File: config.mk
export PLATFORM = sky130hd
export DESIGN_NAME = mem_stage
export DESIGN_NICKNAME = d
export VERILOG_FILES = /design/src/rtl/mem_stage.sv
export SDC_FILE = /design/constraint.sdc
export NUM_CORES = 1
export LEC_CHECK = 0
export CAP_MARGIN = 40
export CORE_AREA = 5 5 115 117
export CTS_BUF_LIST = sky130_fd_sc_hd__clkbuf_4
export CTS_CLUSTER_SIZE = 25
export DETAILED_ROUTE_END_ITERATION = 6
export DIE_AREA = 0 0 120 122
export PLACE_DENSITY = 0.82
export REMOVE_ABC_BUFFERS = 1
export SYNTH_ARGS = -nofsm -noshare
export SYNTH_HDL_FRONTEND = slang
export SYNTH_SLANG_ARGS = --single-unit
File: constraint.sdc
create_clock -name clk -period 3.6 [get_ports clk]
set_input_delay 0.72 -clock clk [delete_from_list [all_inputs] [get_ports clk]]
set_output_delay 0.72 -clock clk [all_outputs]
set_load 0.005 [all_outputs]
File: src/rtl/mem_stage.sv
// rtl/mem_stage.sv - MEM pipeline stage that performs loads/stores over a byte-wide request/ack bus
module mem_stage (
    input  logic        clk,
    input  logic        rst,
    input  logic        me_w_enable,
    input  logic [4:0]  me_w_addr,
    input  logic [31:0] me_w_data,
    input  logic [7:0]  me_aluop,
    input  logic [31:0] me_mem_addr,
    input  logic [5:0]  stall,
    output logic        mem_req,
    output logic        mem_we,
    output logic [31:0] mem_addr,
    output logic [7:0]  mem_wdata,
    input  logic        mem_ack,
    input  logic [7:0]  mem_rdata,
    output logic        wb_w_enable,
    output logic [4:0]  wb_w_addr,
    output logic [31:0] wb_w_data,
    output logic        stallreq_me
);

    localparam logic [7:0] EX_LB_OP  = 8'b1110_0000;
    localparam logic [7:0] EX_LH_OP  = 8'b1110_0001;
    localparam logic [7:0] EX_LW_OP  = 8'b1110_0011;
    localparam logic [7:0] EX_LBU_OP = 8'b1110_0100;
    localparam logic [7:0] EX_LHU_OP = 8'b1110_0101;
    localparam logic [7:0] EX_SB_OP  = 8'b1110_1000;
    localparam logic [7:0] EX_SH_OP  = 8'b1110_1001;
    localparam logic [7:0] EX_SW_OP  = 8'b1110_1011;

    typedef enum logic [1:0] {
        IDLE = 2'd0,
        XFER = 2'd1,
        DONE = 2'd2
    } state_t;

    state_t      state_q, state_d;

    logic        is_mem;
    logic [2:0]  dec_size;
    logic        dec_signed;
    logic        dec_store;

    logic [31:0] addr_q;
    logic [2:0]  size_q;
    logic        sign_q;
    logic        store_q;
    logic [31:0] wdata_q;
    logic        en_q;
    logic [4:0]  waddr_q;
    logic [1:0]  cnt;
    logic [31:0] load_buf;
    logic [31:0] load_value;
    logic        last_byte;

    logic        unused_stall;
    assign unused_stall = ^{stall[5], stall[3:0]};

    always_comb begin
        is_mem     = 1'b1;
        dec_size   = 3'd1;
        dec_signed = 1'b0;
        dec_store  = 1'b0;
        case (me_aluop)
            EX_LB_OP:  begin dec_size = 3'd1; dec_signed = 1'b1; end
            EX_LBU_OP: begin dec_size = 3'd1; end
            EX_LH_OP:  begin dec_size = 3'd2; dec_signed = 1'b1; end
            EX_LHU_OP: begin dec_size = 3'd2; end
            EX_LW_OP:  begin dec_size = 3'd4; end
            EX_SB_OP:  begin dec_size = 3'd1; dec_store = 1'b1; end
            EX_SH_OP:  begin dec_size = 3'd2; dec_store = 1'b1; end
            EX_SW_OP:  begin dec_size = 3'd4; dec_store = 1'b1; end
            default:   begin is_mem = 1'b0; end
        endcase
    end

    assign last_byte = ({1'b0, cnt} == (size_q - 3'd1));

    always_comb begin
        case (size_q)
            3'd1:    load_value = {{24{sign_q & load_buf[7]}}, load_buf[7:0]};
            3'd2:    load_value = {{16{sign_q & load_buf[15]}}, load_buf[15:0]};
            default: load_value = load_buf;
        endcase
    end

    always_ff @(posedge clk) begin
        if (rst) begin
            state_q <= IDLE;
        end else begin
            state_q <= state_d;
        end
    end

    always_comb begin
        state_d     = state_q;
        mem_req     = 1'b0;
        mem_we      = 1'b0;
        mem_addr    = 32'd0;
        mem_wdata   = 8'd0;
        wb_w_enable = 1'b0;
        wb_w_addr   = 5'd0;
        wb_w_data   = 32'd0;
        stallreq_me = 1'b0;
        case (state_q)
            IDLE: begin
                if (is_mem) begin
                    stallreq_me = 1'b1;
                    state_d     = XFER;
                end else begin
                    wb_w_enable = me_w_enable;
                    wb_w_addr   = me_w_addr;
                    wb_w_data   = me_w_data;
                end
            end
            XFER: begin
                mem_req     = 1'b1;
                mem_we      = store_q;
                mem_addr    = addr_q + {30'd0, cnt};
                mem_wdata   = wdata_q[{cnt, 3'b000} +: 8];
                stallreq_me = 1'b1;
                if (mem_ack && last_byte) begin
                    state_d = DONE;
                end
            end
            DONE: begin
                if (!store_q) begin
                    wb_w_enable = en_q;
                    wb_w_addr   = waddr_q;
                    wb_w_data   = load_value;
                end
                // Result stays on wb_* until MEM/WB is allowed to take it.
                if (!stall[4]) begin
                    state_d = IDLE;
                end
            end
            default: begin
                state_d = IDLE;
            end
        endcase
    end

    always_ff @(posedge clk) begin
        if (rst) begin
            cnt      <= 2'd0;
            load_buf <= 32'd0;
            addr_q   <= 32'd0;
            size_q   <= 3'd1;
            sign_q   <= 1'b0;
            store_q  <= 1'b0;
            wdata_q  <= 32'd0;
            en_q     <= 1'b0;
            waddr_q  <= 5'd0;
        end else begin
            case (state_q)
                IDLE: begin
                    if (is_mem) begin
                        addr_q  <= me_mem_addr;
                        size_q  <= dec_size;
                        sign_q  <= dec_signed;
                        store_q <= dec_store;
                        wdata_q <= me_w_data;
                        en_q    <= me_w_enable;
                        waddr_q <= me_w_addr;
                        cnt     <= 2'd0;
                    end
                end
                XFER: begin
                    if (mem_ack) begin
                        if (!store_q) begin
                            load_buf[{cnt, 3'b000} +: 8] <= mem_rdata;
                        end
                        if (!last_byte) begin
                            cnt <= cnt + 2'd1;
                        end
                    end
                end
                default: begin
                end
            endcase
        end
    end

endmodule
# Word level (Yosys, flattened, before mapping)
# Cells that the tools add are included.
# totals
ff_bits	111
input_bits	95
out_inout_bits	81
elab_cells	79
# op_classes
n_addsub	4
n_eq_ne	18
shifts	3
mux	29
n_bitwise	3
reduce_logical	12
# ops
op	count
one-hot mux 32 bit (2 select lines)	2
two-way mux 32 bit	3
== test 8 bit (second input constant)	8
adder 32 x 2 -> 32 bit	1
bitwise mux 32 bit	1
variable shift 8 x 7 -> 32 bit (first input constant)	1
indexed part select 32 x 6 -> 8 bit	1
indexed part select 8 x 7 -> 32 bit	1
two-way mux 2 bit	6
two-way mux 5 bit	2
inequality test 2 bit (second input constant)	5
one-hot mux 5 bit (2 select lines)	1
two-way mux 1 bit	8
two-way mux 8 bit	1
OR reduction 8 bit	1
negator 5 -> 7 bit	1
one-hot mux 2 bit (3 select lines)	1
one-hot mux 3 bit (2 select lines)	1
AND reduction 3 bit	2
OR reduction 3 bit	2
one-hot mux 1 bit (2 select lines)	2
one-hot mux 2 bit (2 select lines)	1
AND reduction 4 bit	1
OR reduction 2 bit	2
other kinds (13)	14

# Longest topological paths before layout
# Gate-level depths: netlist (run 1).
# depth
ltp_word	5
mapped_depth	8
mapped_depth_nobuf	6

# Least setup slack after synthesis (run 1)
# Ideal clock, no wire load.
# synth_path
path_kind	register -> output
startpoint	reg cnt[0]
endpoint	out mem_addr[26]
t_arrival_ns	2.176
t_required_ns	2.880
setup_slack_ns	0.704
path_stages_with_launch	7
path_cell_list	dfxtp_1 > ha_1 > fa_1 > nand3_1 > or4_1 > or4_1 > a21oi_1
# synth_between
elab_chain_len	2
# synth_rtl
item	line	text
start: declaration	52	logic [1:0] cnt;
start signal: assignment	175	cnt <= cnt + 2'd1;
adder 32 x 2 -> 32 bit	120	mem_addr = addr_q + {30'd0, cnt};
two-way mux 32 bit	106	case (state_q)
end: declaration	13	output logic [31:0] mem_addr,
# No other way between the ends.

# Worst setup path in the final report (run 1)
# layout_path
startpoint	reg cnt[1]
endpoint	out mem_addr[23]
# Same word-level chain as after synthesis.

==> results of run 1 <==
==> per-stage QoR <==
stage               total power, mW  cell area (sq um)  setup WS (ns)  instances  utilization
floorplan                      1.37               5600          -1.23        713            -
global placement               1.61               7720          0.158       1058        0.630
detailed placement             1.61               7720          0.136       1059        0.630
CTS                            2.26               7990       -0.00351       1084        0.652
global route                   2.33               8080         -0.150       1088        0.659
finish                         2.24               8080        -0.0306       1088        0.659
==> cell usage after synthesis, drive strengths merged, types with 2 or more instances <==
library cell | count | area [sq um]
o2bb2ai | 24 | 210
o31ai | 9 | 67.6
or4 | 10 | 75.1
mux4 | 8 | 180
xor2 | 3 | 26.3
and2 | 16 | 100
clkbuf | 42 | 158
inv | 11 | 41.3
nor4 | 7 | 50.1
nand4 | 6 | 43.8
a22o | 14 | 123
or3 | 13 | 86.3
nor3 | 5 | 25.0
dfxtp | 111 | 2220
ha | 10 | 125
nor3b | 4 | 30.0
buf | 13 | 60.1
nand3 | 43 | 220
a21oi | 131 | 656
mux2i | 2 | 20.0
nand2 | 196 | 736
nor2 | 36 | 135
xnor2 | 12 | 105
nand2b | 5 | 31.3
and3 | 5 | 31.3
and4b | 2 | 20.0
o21ai | 10 | 50.1
==> state kept, by name, indices dropped and copies added (netlist names) <==
signal    flops
size_q        3
addr_q       32
wdata_q      32
waddr_q       5
state_q       2
cnt           2
load_buf     32
sign_q        1
store_q       1
en_q          1
==> worst min-delay path by stage <==
| stage | cells past startpoint | from | endpoint | slack (ns) |
|---|---|---|---|---|
| 6_report | 2 | load_buf[24] | load_buf[24] | 0.47 |
| 2_1_floorplan | 2 | load_buf[0] | load_buf[0] | 0.43 |
| 4_1_cts | 2 | load_buf[29] | load_buf[29] | 0.47 |
| 3_5_place_dp | 2 | load_buf[29] | load_buf[29] | 0.44 |
| 5_1_grt | 2 | wdata_q[31] | wdata_q[31] | 0.48 |
| 3_3_place_gp | 2 | wdata_q[22] | wdata_q[22] | 0.44 |
==> worst max-delay path, stage by stage, from the launching register on <==
cell             delay, ns
dfxtp_4               0.38
ha_1                  0.27
a21oi_1               0.08
or4_4                 0.54
or4_1                 0.45
a21oi_2               0.19
clkdlybuf4s50_1       0.52
==> metal layers <==
metal,vias to the layer above,wire length [um]
li1,3028,-
met1,2852,7640
met2,234,9070
met3,25,1360
met4,0,317
met5,-,0
==> kinds of logic after synthesis <==
kind of cell,after synthesis
AOI/OAI and AO/OA,200
and+or+nand+nor,355
xor gates and xnor gates,15
DFF,111
adders and majority gates,11
buffers and inverters,66
muxes,10
==> cell type report <==
type                            instances  area [sq um]
Clock buffer                           10          75.1
Clock inverter                          6          71.3
Fill cell                            1100          4180
Inverter                               11          41.3
Multi-Input combinational cell        592          3450
Sequential cell                       111          2240
Tap cell                              150           188
Timing Repair Buffer                  208          2010
==> power breakdown <==
part	leakage, nW	switching, mW	internal (mW)
Clock	0.0728	0.428	0.223
Combinational	1.73	0.135	0.200
Sequential	0.902	0.0127	1.24
==> what timing repair did <==
action,in CTS,in global routing
setup endpoints to repair,29,21
pin swaps,7,5
resized for setup,35,15
buffers inserted,8,4
cloned,1,0
==> flow_summary_export.csv, run 1 <==
group,metric,value,unit
timing,whs,0.465,ns
job,maxCapViolations,0,
clock_tree,numCtsBuffers,9,
critical_path,critPathRequiredTime,2.88,ns
final_layout,syn2layout_area_growth,38.8,%
routing,drcViolationCount,0,
clock_tree,cts-hold-fix-buffers,0,
clock_tree,cts.sinks,111,
global_routing,grt_max_degree,73,
global_routing,grt_use_met1,0.306,
routing,vias,6139,
clock_tree,worstSkewPairLatency,0.49,ns
timing,tns,-0.0306,ns
hold_path,hold_path_class,"register to register",
yosys,synthSimpleGateAreaFrac,0.283,
placed_design,io_buffers,170,
final_layout,final_layout_size_suffix_gt1_frac,0.111,
critical_path,endpoint_kind,"output port",
final_layout,antenna_cells,0,
timing,clock.fmax,275,MHz
yosys,yosysWarnings,0,
global_routing,antenna_found_initial,0,
global_routing,busiest_layer,"met2",
placed_design,place_hpwl,12700,um
routing,vias_per_cell,5.64,
yosys,synthXorXnorAreaFrac,0.0226,
yosys,yosysSeqAreaShare,0.382,
floorplan,coreArea,0.0123,sq mm
yosys,synth_top_family_by_area,"simple AND/OR/NAND/NOR gates",
outcome,failed_checks,"negative setup slack",
yosys,synth_cell_types,52,
global_routing,grt_overflow,0,
timing,setup_ws,-0.0306,ns
global_routing,grt_usage,0.246,
floorplan,fp-row-count,41,
floorplan,dieArea,0.0146,sq mm
global_routing,first_global_vias,5780,
yosys,synthArstFlopShare,0,
critical_path,r2r_start,"cnt[0]",
routing,dr.pass1.iters,5,
yosys,synthCells,768,
yosys,synth-edff-count,0,
critical_path,crit_start,"cnt[1]",
clock_tree,cts_tree,"yes",
routing,drt_iter0_drc,674,
routing,finalWirelength,18400,um
timing,relSlewSlack,0.396,
timing,final.min_clock_period,3.63,ns
timing,timing.final.crit_share,1.01,
final_layout,layout_common_cells,"nand2_1 (195), clkdlybuf4s50_1 (158), a21oi_1 (126), dfxtp_1 (97), nand3_1 (41)",
floorplan,die_h,122,um
yosys,synth_ff_type,"dfxtp_1",
clock_tree,cts_buffer_depth,2,
yosys,ys_ff_latch,111,
critical_path,arrival,2.91,ns
timing,hold_viol_final,0,
timing,grt_setup_unrepaired,"yes",
power,p_per_area,278,mW/mm^2
yosys,synth_fa_ha_area_frac,0.0249,
yosys,synth_mux_area_frac,0.0344,
power,peakVddDrop,237,uV
timing,drv_slew,0,
timing,setup_viol,1,
yosys,avgSynthCellArea,7.58,sq um
clock_tree,root_buffer,"clkbuf_4",
critical_path,start_kind,"register",
global_routing,grt_pass1_wl,28900,um
clock_tree,path_clk_slew,0.17,ns
outcome,status,"finished, violations left",
timing,fin_skew,0.0166,ns
final_layout,final_common_cell,"nand2_1",
placed_design,gp_congestion,0.871,
floorplan,die_w,120,um
floorplan,initial_core_util,0.475,
floorplan,ios,176,
global_routing,met3_usage,0.0525,
critical_path,worstSetupPathType,"register to output port",
critical_path,r2r_setup_slack,1.19,ns
critical_path,rr_endpoint,"load_buf[1]",
routing,ant_nets,0,
final_layout,final_nets,1039,
critical_path,endpoint,"mem_addr[23]",
yosys,synth_compound_area_frac,0.209,
routing,routedWlPerCell,16.9,um
power,total_leakage_power,2.70,nW
critical_path,crit_fanout,6,
global_routing,gr-usage-met2,0.431,
yosys,syn_area,0.00582,sq mm
critical_path,reg2reg_depth,7,
clock_tree,htree_levels,3,
timing,worst_pin_slew,0.894,ns
No activity file was read; power rests on OpenSTA's default activity.
==> run 2: changes to the inputs <==
--- a/config.mk
+++ b/config.mk
@@ -6,12 +6,13 @@
 export NUM_CORES = 1
 export LEC_CHECK = 0
 export CAP_MARGIN = 40
-export CORE_AREA = 5 5 115 117
+export CORE_AREA = 4 4 114 116
 export CTS_BUF_LIST = sky130_fd_sc_hd__clkbuf_4
 export CTS_CLUSTER_SIZE = 25
 export DETAILED_ROUTE_END_ITERATION = 6
-export DIE_AREA = 0 0 120 122
+export DIE_AREA = 0 0 118 120
 export PLACE_DENSITY = 0.82
+export RECOVER_POWER = 50
 export REMOVE_ABC_BUFFERS = 1
 export SYNTH_ARGS = -nofsm -noshare
 export SYNTH_HDL_FRONTEND = slang
==> run 2 against run 1 <==
The flow now finishes without violations. Global-route usage is 0.40 points lower. Worst hold slack worse by 0.0010 ns. Sequential power about the same. Combinational power about the same. Clock-buffer cell count fell by 1. Design area is 1.6% lower. Critical endpoint is now mem_addr[13]. Largest power group unchanged.
==> flow_summary_export.csv, run 2 (synthesis gave the netlist of run 1 again) <==
group,metric,value,unit
global_routing,grt_pass1_wl,28300,um
clock_tree,htree_levels,3,
final_layout,final_nets,1030,
critical_path,cp.buffers_inverters,2,
routing,ant_nets,0,
floorplan,dieArea,0.0142,sq mm
critical_path,slowest_delay,0.51,ns
timing,timing.final.crit_share,0.979,
power,internal_power,1.58,mW
routing,dr.pass1.iters,5,
power,comb_power_share,0.154,
critical_path,start_kind,"register",
outcome,status,"completed",
placed_design,place_hpwl,12500,um
critical_path,endpoint_kind,"output port",
final_layout,reg_top3,"addr_q (32), load_buf (32), wdata_q (32)",
clock_tree,root_buffer,"clkbuf_4",
timing,grt_setup_unrepaired,"yes",
final_layout,antenna_cells,0,
critical_path,r2r_start,"state_q[0]",
critical_path,crit_family,"simple AND/OR/NAND/NOR gates",
power,p_sw,0.570,mW
clock_tree,path_clk_slew,0.17,ns
placed_design,io_buffers,170,
critical_path,reg2reg_depth,4,
critical_path,r2r_setup_slack,0.86,ns
global_routing,grt_max_degree,79,
routing,drcViolationCount,0,
routing,finalWirelength,17800,um
routing,vias_per_cell,5.68,
clock_tree,cts_tree,"yes",
job,maxCapViolations,0,
global_routing,grt_usage,0.242,
power,power.total,2.15,mW
critical_path,worstSetupPathType,"register to output port",
timing,fin_skew,0.0216,ns
timing,final.min_clock_period,3.52,ns
clock_tree,worstSkewPairLatency,0.48,ns
power,p_clk_frac,0.262,
hold_path,hold_depth,2,
global_routing,antenna_found_initial,0,
power,total_leakage_power,2.70,nW
floorplan,die_h,120,um
timing,setup_viol,0,
final_layout,layout_common_cells,"nand2_1 (195), clkdlybuf4s50_1 (154), a21oi_1 (125), dfxtp_1 (100), nand3_1 (41)",
final_layout,final_layout_size_suffix_gt1_frac,0.0893,
timing,drv_slew,0,
power,p_sw_frac,0.265,
floorplan,ios,176,
critical_path,critPathRequiredTime,2.88,ns
critical_path,path_cells,"ha_1 > a21oi_1 > or4_1 > buf_6 > or3_1 > a21oi_2 > clkdlybuf4s50_1",
final_layout,multiInputGateArea,0.00343,sq mm
hold_path,hold_path_class,"register to register",
timing,worst_pin_slew,0.962,ns
clock_tree,cts_buffer_depth,2,
clock_tree,numCtsBuffers,9,
critical_path,arrival,2.80,ns
critical_path,slowest_stage,"clkdlybuf4s50_1",
final_layout,register_area,0.00224,sq mm
hold_path,holdPathEnd,"load_buf[23]",
critical_path,rr_endpoint,"cnt[1]",
routing,routedWlPerCell,16.5,um
final_layout,final_common_cell,"nand2_1",
floorplan,fp-row-count,40,
floorplan,initial_core_util,0.488,
critical_path,crit_fanout,17,
timing,clock.fmax,284,MHz
clock_tree,cts.sinks,111,
timing,relSlewSlack,0.359,
floorplan,die_w,118,um
routing,drt_iter0_drc,666,
placed_design,dpl_worst_slack,0.163,ns
power,p_per_area,271,mW/mm^2
power,seqPwrFrac,0.583,
routing,vias,6108,
final_layout,syn2layout_area_growth,36.5,%
timing,tns,0,ns
clock_tree,cts-hold-fix-buffers,0,
final_layout,fill_cells,1105,
power,peakVddDrop,211,uV
timing,hold_viol_final,0,
global_routing,grt_overflow,0,
hold_path,hold_start,"load_buf[23]",
placed_design,gp_congestion,0.949,
timing,setup_ws,0.0769,ns
floorplan,coreArea,0.0119,sq mm
global_routing,first_global_vias,5792,
-- run 2: cell count changes in the layout (fill, tap and decap cells not counted), moves of 2 or more --
cell / before / now
and2_0: 0 / 2
and2_1: 16 / 14
buf_4: 35 / 22
clkbuf_1: 0 / 5
clkdlybuf4s50_1: 158 / 154
dfxtp_1: 97 / 100
dfxtp_2: 13 / 11
dlymetal6s2s_1: 2 / 5
-- run 2: how the worst max path moves through the flow --
stage	startpoint	to	cells past startpoint	slack (ns)
CTS	addr_q[12]	mem_addr[23]	5	0.006
global route	addr_q[1]	mem_addr[13]	7	-0.04
detailed placement	me_aluop[2]	wb_w_enable	7	0.16
floorplan	me_aluop[2]	store_q	4	-1.23
finish	addr_q[1]	mem_addr[13]	7	0.08
global placement	me_aluop[2]	wb_w_addr[2]	7	0.18
-- run 2: per-layer routing --
metal	GRT usage	up-vias	wire, um
met4	0.0791	0	332
met2	0.401	235	8340
met3	0.0664	22	1480
li1	-	3008	-
met5	0	-	0
met1	0.306	2843	7640
-- run 2: power groups by stage --
stage | registers (mW) | logic [mW] | clock network, mW
3_5_place_dp | 1.28 | 0.331 | 0
6_report | 1.26 | 0.333 | 0.565
3_3_place_gp | 1.28 | 0.329 | 0
4_1_cts | 1.26 | 0.334 | 0.576
2_1_floorplan | 1.28 | 0.0960 | 0
5_1_grt | 1.26 | 0.357 | 0.625
-- run 2: worst register-to-register path, stage by stage, from the launching register on --
cell and delay (ns):
dfxtp_1 0.60, a2111o_1 0.82, clkbuf_1 0.76, nand2_1 0.17, o32ai_1 0.30
-- run 2: through the flow --
step / cell area [sq um] / instances / hold WS [ns] / util
after floorplan: 5600 / 713 / 0.426 / -
after global placement: 7690 / 1052 / 0.439 / 0.646
after detailed placement: 7700 / 1053 / 0.444 / 0.646
after CTS: 7900 / 1073 / 0.465 / 0.663
after global routing: 7940 / 1076 / 0.482 / 0.667
final: 7940 / 1076 / 0.464 / 0.667
-- run 2: final cells by class --
cell class	count	area share
Multi-Input combinational cell	591	0.432
Sequential cell	111	0.281
Timing Repair Buffer	200	0.244
Tap cell	147	0.0232
Clock buffer	9	0.00851
Clock inverter	7	0.00630
Inverter	11	0.00520
-- run 2: repair_timing --
action | in CTS | in global routing
buffers inserted | 4 | 3
pin swaps | 4 | 2
resized for setup | 31 | 14
endpoints found under the setup margin | 15 | 25
